--- src/rtl/ball_render.sv ---
// Overlays the ball onto the 1024x768 pixel stream through a fixed 2-cycle pipeline.
// Define BALL_ROUND_EN for a circular ball; otherwise a (2*RADIUS+1)^2 square is drawn.
module ball_render #(
    parameter int          RADIUS     = 10,
    parameter logic [11:0] BALL_COLOR = 12'hFFF
) (
    input  logic        pclk,
    input  logic        reset,
    input  logic [10:0] hcount_in,
    input  logic [10:0] vcount_in,
    input  logic        hsync_in,
    input  logic        vsync_in,
    input  logic        hblnk_in,
    input  logic        vblnk_in,
    input  logic [11:0] rgb_in,
    input  logic [11:0] ball_x,
    input  logic [11:0] ball_y,
    output logic [10:0] hcount_out,
    output logic [10:0] vcount_out,
    output logic        hsync_out,
    output logic        vsync_out,
    output logic        hblnk_out,
    output logic        vblnk_out,
    output logic [11:0] rgb_out
);

    logic [11:0] bx_s;
    logic [11:0] by_s;
    logic        vblnk_d;
    logic        shadow_valid;

    logic signed [12:0] dx_1;
    logic signed [12:0] dy_1;
    logic [10:0]        hcount_1;
    logic [10:0]        vcount_1;
    logic               hsync_1;
    logic               vsync_1;
    logic               hblnk_1;
    logic               vblnk_1;
    logic               blank_1;
    logic [11:0]        rgb_1;

    logic in_ball;
    logic hit;

    // Ball position is sampled only on the vblnk rising edge so a frame never tears.
    // NOTE: sequential state uses non-blocking assignments so every register samples pre-edge values.
    always_ff @(posedge pclk or negedge reset) begin
        if (!reset) begin
            vblnk_d      <= 1'b0;
            bx_s         <= '0;
            by_s         <= '0;
            shadow_valid <= 1'b0;
        end else begin
            vblnk_d <= vblnk_in;
            if (vblnk_in && !vblnk_d) begin
                bx_s         <= ball_x;
                by_s         <= ball_y;
                shadow_valid <= 1'b1;
            end
        end
    end

    // Offsets are formed at 13 bits so pixels left of / above the centre stay negative.
    always_ff @(posedge pclk or negedge reset) begin
        if (!reset) begin
            dx_1     <= '0;
            dy_1     <= '0;
            hcount_1 <= '0;
            vcount_1 <= '0;
            hsync_1  <= 1'b0;
            vsync_1  <= 1'b0;
            hblnk_1  <= 1'b0;
            vblnk_1  <= 1'b0;
            blank_1  <= 1'b0;
            rgb_1    <= '0;
        end else begin
            dx_1     <= $signed({2'b00, hcount_in} - {1'b0, bx_s});
            dy_1     <= $signed({2'b00, vcount_in} - {1'b0, by_s});
            hcount_1 <= hcount_in;
            vcount_1 <= vcount_in;
            hsync_1  <= hsync_in;
            vsync_1  <= vsync_in;
            hblnk_1  <= hblnk_in;
            vblnk_1  <= vblnk_in;
            blank_1  <= hblnk_in | vblnk_in;
            rgb_1    <= rgb_in;
        end
    end

`ifdef BALL_ROUND_EN
    localparam logic signed [26:0] R_SQ = 27'(RADIUS * RADIUS);

    logic signed [25:0] dx_sq;
    logic signed [25:0] dy_sq;
    logic signed [26:0] dist_sq;

    // NOTE: every always_comb output is assigned on all paths, so no latch is inferred.
    always_comb begin
        dx_sq   = 26'(dx_1) * 26'(dx_1);
        dy_sq   = 26'(dy_1) * 26'(dy_1);
        dist_sq = 27'(dx_sq) + 27'(dy_sq);
        in_ball = (dist_sq <= R_SQ);
    end
`else
    localparam logic [12:0] R_LIM = 13'(RADIUS);

    logic [12:0] adx;
    logic [12:0] ady;

    always_comb begin
        adx     = dx_1[12] ? -dx_1 : dx_1;
        ady     = dy_1[12] ? -dy_1 : dy_1;
        in_ball = (adx <= R_LIM) && (ady <= R_LIM);
    end
`endif

    assign hit = shadow_valid && !blank_1 && in_ball;

    always_ff @(posedge pclk or negedge reset) begin
        if (!reset) begin
            hcount_out <= '0;
            vcount_out <= '0;
            hsync_out  <= 1'b0;
            vsync_out  <= 1'b0;
            hblnk_out  <= 1'b0;
            vblnk_out  <= 1'b0;
            rgb_out    <= '0;
        end else begin
            hcount_out <= hcount_1;
            vcount_out <= vcount_1;
            hsync_out  <= hsync_1;
            vsync_out  <= vsync_1;
            hblnk_out  <= hblnk_1;
            vblnk_out  <= vblnk_1;
            rgb_out    <= hit ? BALL_COLOR : rgb_1;
        end
    end

endmodule

--- config.mk ---
export PLATFORM = sky130hd
export DESIGN_NAME = ball_render
export DESIGN_NICKNAME = d
export VERILOG_FILES = /design/src/rtl/ball_render.sv
export SDC_FILE = /design/constraint.sdc
export NUM_CORES = 1
export LEC_CHECK = 0
export CORE_ASPECT_RATIO = 0.9
export CORE_MARGIN = 2
export CORE_UTILIZATION = 45
export CTS_BUF_LIST = sky130_fd_sc_hd__clkbuf_4 sky130_fd_sc_hd__clkbuf_8 sky130_fd_sc_hd__clkbuf_16
export CTS_CLUSTER_SIZE = 30
export DETAILED_ROUTE_END_ITERATION = 8
export PLACE_DENSITY_LB_ADDON = 0.25
export SLEW_MARGIN = 20
export SYNTH_ARGS = -nofsm -noshare
export SYNTH_HDL_FRONTEND = slang
export SYNTH_SLANG_ARGS = --single-unit
export TNS_END_PERCENT = 50
--- constraint.sdc ---
create_clock -name pclk -period 2.2 [get_ports pclk]
set_input_delay 0.44 -clock pclk [delete_from_list [all_inputs] [get_ports pclk]]
set_output_delay 0.44 -clock pclk [all_outputs]
set_load 0.01 [all_outputs]
==> metrics.txt <==
clock sinks=about 130; largest net degree at the start of global routing=63; Die ar.=13,000 µm²; Post-Syn Area=about 5500 µm²; overall die width=around 120 µm; DRC=0; reg2reg end=rgb_out[9]; P&R area growth vs syn=39.0%; Filler cells=955; Synth Flop Type=dfrtp_1; core outline area=between 10,000 and 15,000 µm²; gpl congestion=about 0.91; routed len/inst=13.6 µm; leading area contributor after synthesis=dfrtp_1; Final Hold Viols=0; vias in the first global route=just under 4,000; Worst Path Arrival=around 2500 ps; max-cap violations=0; Clk Latency, worst-skew pair=between 400 and 500 ps; PD cells=between 900 and 1000 nW/µm²; global-route wire length before repair=around 18 mm; FF+latch area=3200 µm²; Crit path max-delay family=simple AND/OR/NAND/NOR gates; critical path depth=10; area share of the largest cell type after synthesis=0.586; Ys Warns=0; Starting Density=0.458; Worst R2R Setup Slack=roughly 59 ps; die height=~110 µm; fmax=0.467 GHz; Async S/R FF share, synth=1.00; hold_ws=roughly 340 ps; IO Pins=between 100 and 150; TritonCTS Buffers=17; Cell Chain, Critical Path=inv_2 -> ha_4 -> or3b_4 -> buf_6 -> mux2i_2 -> o2111ai_2 -> nor4_4 -> nand4_2 -> buf_12 -> nand2b_2; crit end category=register; status=completed; Vias/cell=4.97; post-route cell area=~7600 µm²; Clock H-tree levels=4; pre-CTS setup slack=-513 ps; # setup viols final=0; Multi-input gate area=~2100 µm²; clk_skew=9.48 ps; Syn Inst Count=around 470; Slew Limit Fails=0; Non-Filler Instances=780; CTS Buffer Depth=2; clk root buf=clkbuf_16; CP max-delay cell=or3b_4; 1st-iter DRT viols=199; Yosys cell types=68; Crit path buffers/inverters=3; DRT Wirelength=~11 mm; CTS tree=yes; GRT overflow=0; Critical Path Start Type=register; Yosys reg bits=roughly 130; crit path to=rgb_out[9]; Worst R2R Path Depth=10; DP Wirelength=7.53 mm; RSZ-0062 raised after global routing=true; DR pass1 iterations=4; slowest stage delay, CP=a little over 400 ps; Crit. Startpoint=dy_1[0]; Syn Area/Cell=11.8 µm²; worst-path fanout max=12; dpl cells=~750; CP Data Required Time=around 2600 ps; Detail Route Antenna Nets=0; IR drop worst, VDD=558 µV; # nets final=about 700; kind of critical path=register to register; Area after DPL=6900 µm²; Final period util=0.973; Critical R2R Launch=dy_1[0]; slew margin rel.=0.694; layout cells sized above 1=0.195; Synthesized Nets=557; Area contributors post-synth=dfrtp_1 59%, ha_1 6.0%, o21ai_0 3.7%; Post-synth EDFFs=0; Util after Layout=0.637; minimum clock period=2140 ps; sequential fraction of the synthesis area=0.586; Slew @ Worst Pin=between 400 and 500 ps; Setup WS post-layout=about 60 ps; Inserted Diodes=0; via count=approximately 3,900; port bufs=around 100; Clock transition at path regs=50 ps; initial antenna violation count=0; row cnt=38; HP Class=register to register; Global Route Usage Sum=0.178; Lkg Pwr=3.34 nW
[flip-flops by register name, indices dropped and copies added (netlist names), 11 cells and up]
signal,cells
rgb_out,12
bx_s,12
rgb_1,12
hcount_1,11
hcount_out,11
vcount_out,11
vcount_1,11
by_s,12
dx_1,13
dy_1,13
[logic make-up after synthesis]
logic type,Yosys count,share of synthesized area
and+or+nand+nor,130,0.139
muxes,7,0.0137
adders and majority gates,28,0.0669
xor gates and xnor gates,16,0.0256
AOI/OAI and AO/OA,97,0.123
DFF,128,0.586
buffers and inverters,59,0.0460
[report_power, final]
part           switching (mW)  internal (mW)  total (mW)
Combinational           0.827          0.866        1.69
Sequential              0.262           2.64        2.90
Clock                   0.927           1.77        2.70
Total                    2.02           5.28        7.29
[final cells by class]
| cell class | instances | area share |
|---|---|---|
| Inverter | 47 | 0.0232 |
| Clock buffer | 23 | 0.0644 |
| Multi-Input combinational cell | 278 | 0.279 |
| Sequential cell | 128 | 0.422 |
| Tap cell | 160 | 0.0264 |
| Clock inverter | 7 | 0.0112 |
| Timing Repair Buffer | 137 | 0.175 |
[repair_timing]
item                                    CTS  global route
pin swaps                                 4             2
resized for setup                         3            21
hold endpoints to repair                 40             0
endpoints found under the setup margin   14            22
buffers inserted                          0             0
hold buffers                              1             0
[per-layer routing]
layer	wire, µm	GRT usage	part of all wire	up-vias
li1	-	-	-	1893
met1	4900	0.238	0.46	1877
met2	5110	0.269	0.48	96
met3	534	0.0564	0.050	8
met4	99	0.0706	0.0093	0
met5	0	0	0	-
[cells in the mapped netlist, drive strengths merged, types with 3 or more instances]
library cell  count
mux2i             3
o41ai             3
or3               3
o31ai             3
nand3             8
nand2b           16
o211a             3
o21ai            43
mux2              4
a31oi             4
nand2            34
xnor2            14
nand4             3
nor2b            12
nor3              9
nor4              9
a21oi            13
nor3b             3
a21o              3
clkbuf            8
ha               26
nor2             18
buf               4
or2               4
inv              47
dfrtp           128
[worst register-to-register path, cell delays in order, from the launching register on]
cell and delay (ps):
dfrtp_1 390, inv_2 80, ha_4 130, or3b_4 410
buf_6 140, mux2i_2 200, o2111ai_2 160, nor4_4 160
nand4_2 150, buf_12 180, nand2b_2 70
[cells in the final DEF, fill, tap and decap left out, drive strengths merged, types with 4 or more instances in the layout]
cell type,instances
inv,47
o21ai,43
nor4,9
nor2,18
clkbuf,23
dfrtp,128
mux2,4
or2,4
nor2b,12
nand2,34
a31oi,4
a21oi,13
xnor2,14
nor3,9
clkinv,5
nand3,8
ha,26
nand2b,16
clkdlybuf4s50,100
buf,36
[stage by stage]
step	total power, mW	setup TNS (ps)
6_report	7.29	0
5_1_grt	7.71	-627
4_1_cts	7.27	-7.83
3_5_place_dp	4.52	-5940
3_3_place_gp	4.45	-4920
2_1_floorplan	3.87	0
[how the worst min path moves through the flow]
| stage | from | end | slack [ps] | cells after the start |
|---|---|---|---|---|
| 2_1_floorplan | reset | blank_1 | 140 | 0 |
| 3_3_place_gp | vcount_1[1] | vcount_out[1] | 330 | 0 |
| 3_5_place_dp | hcount_1[0] | hcount_out[0] | 330 | 0 |
| 4_1_cts | hcount_1[4] | hcount_out[4] | 350 | 0 |
| 5_1_grt | hcount_1[8] | hcount_out[8] | 360 | 0 |
| 6_report | hcount_1[6] | hcount_out[6] | 340 | 0 |
Note: power is estimated with default switching activity, not from simulation.
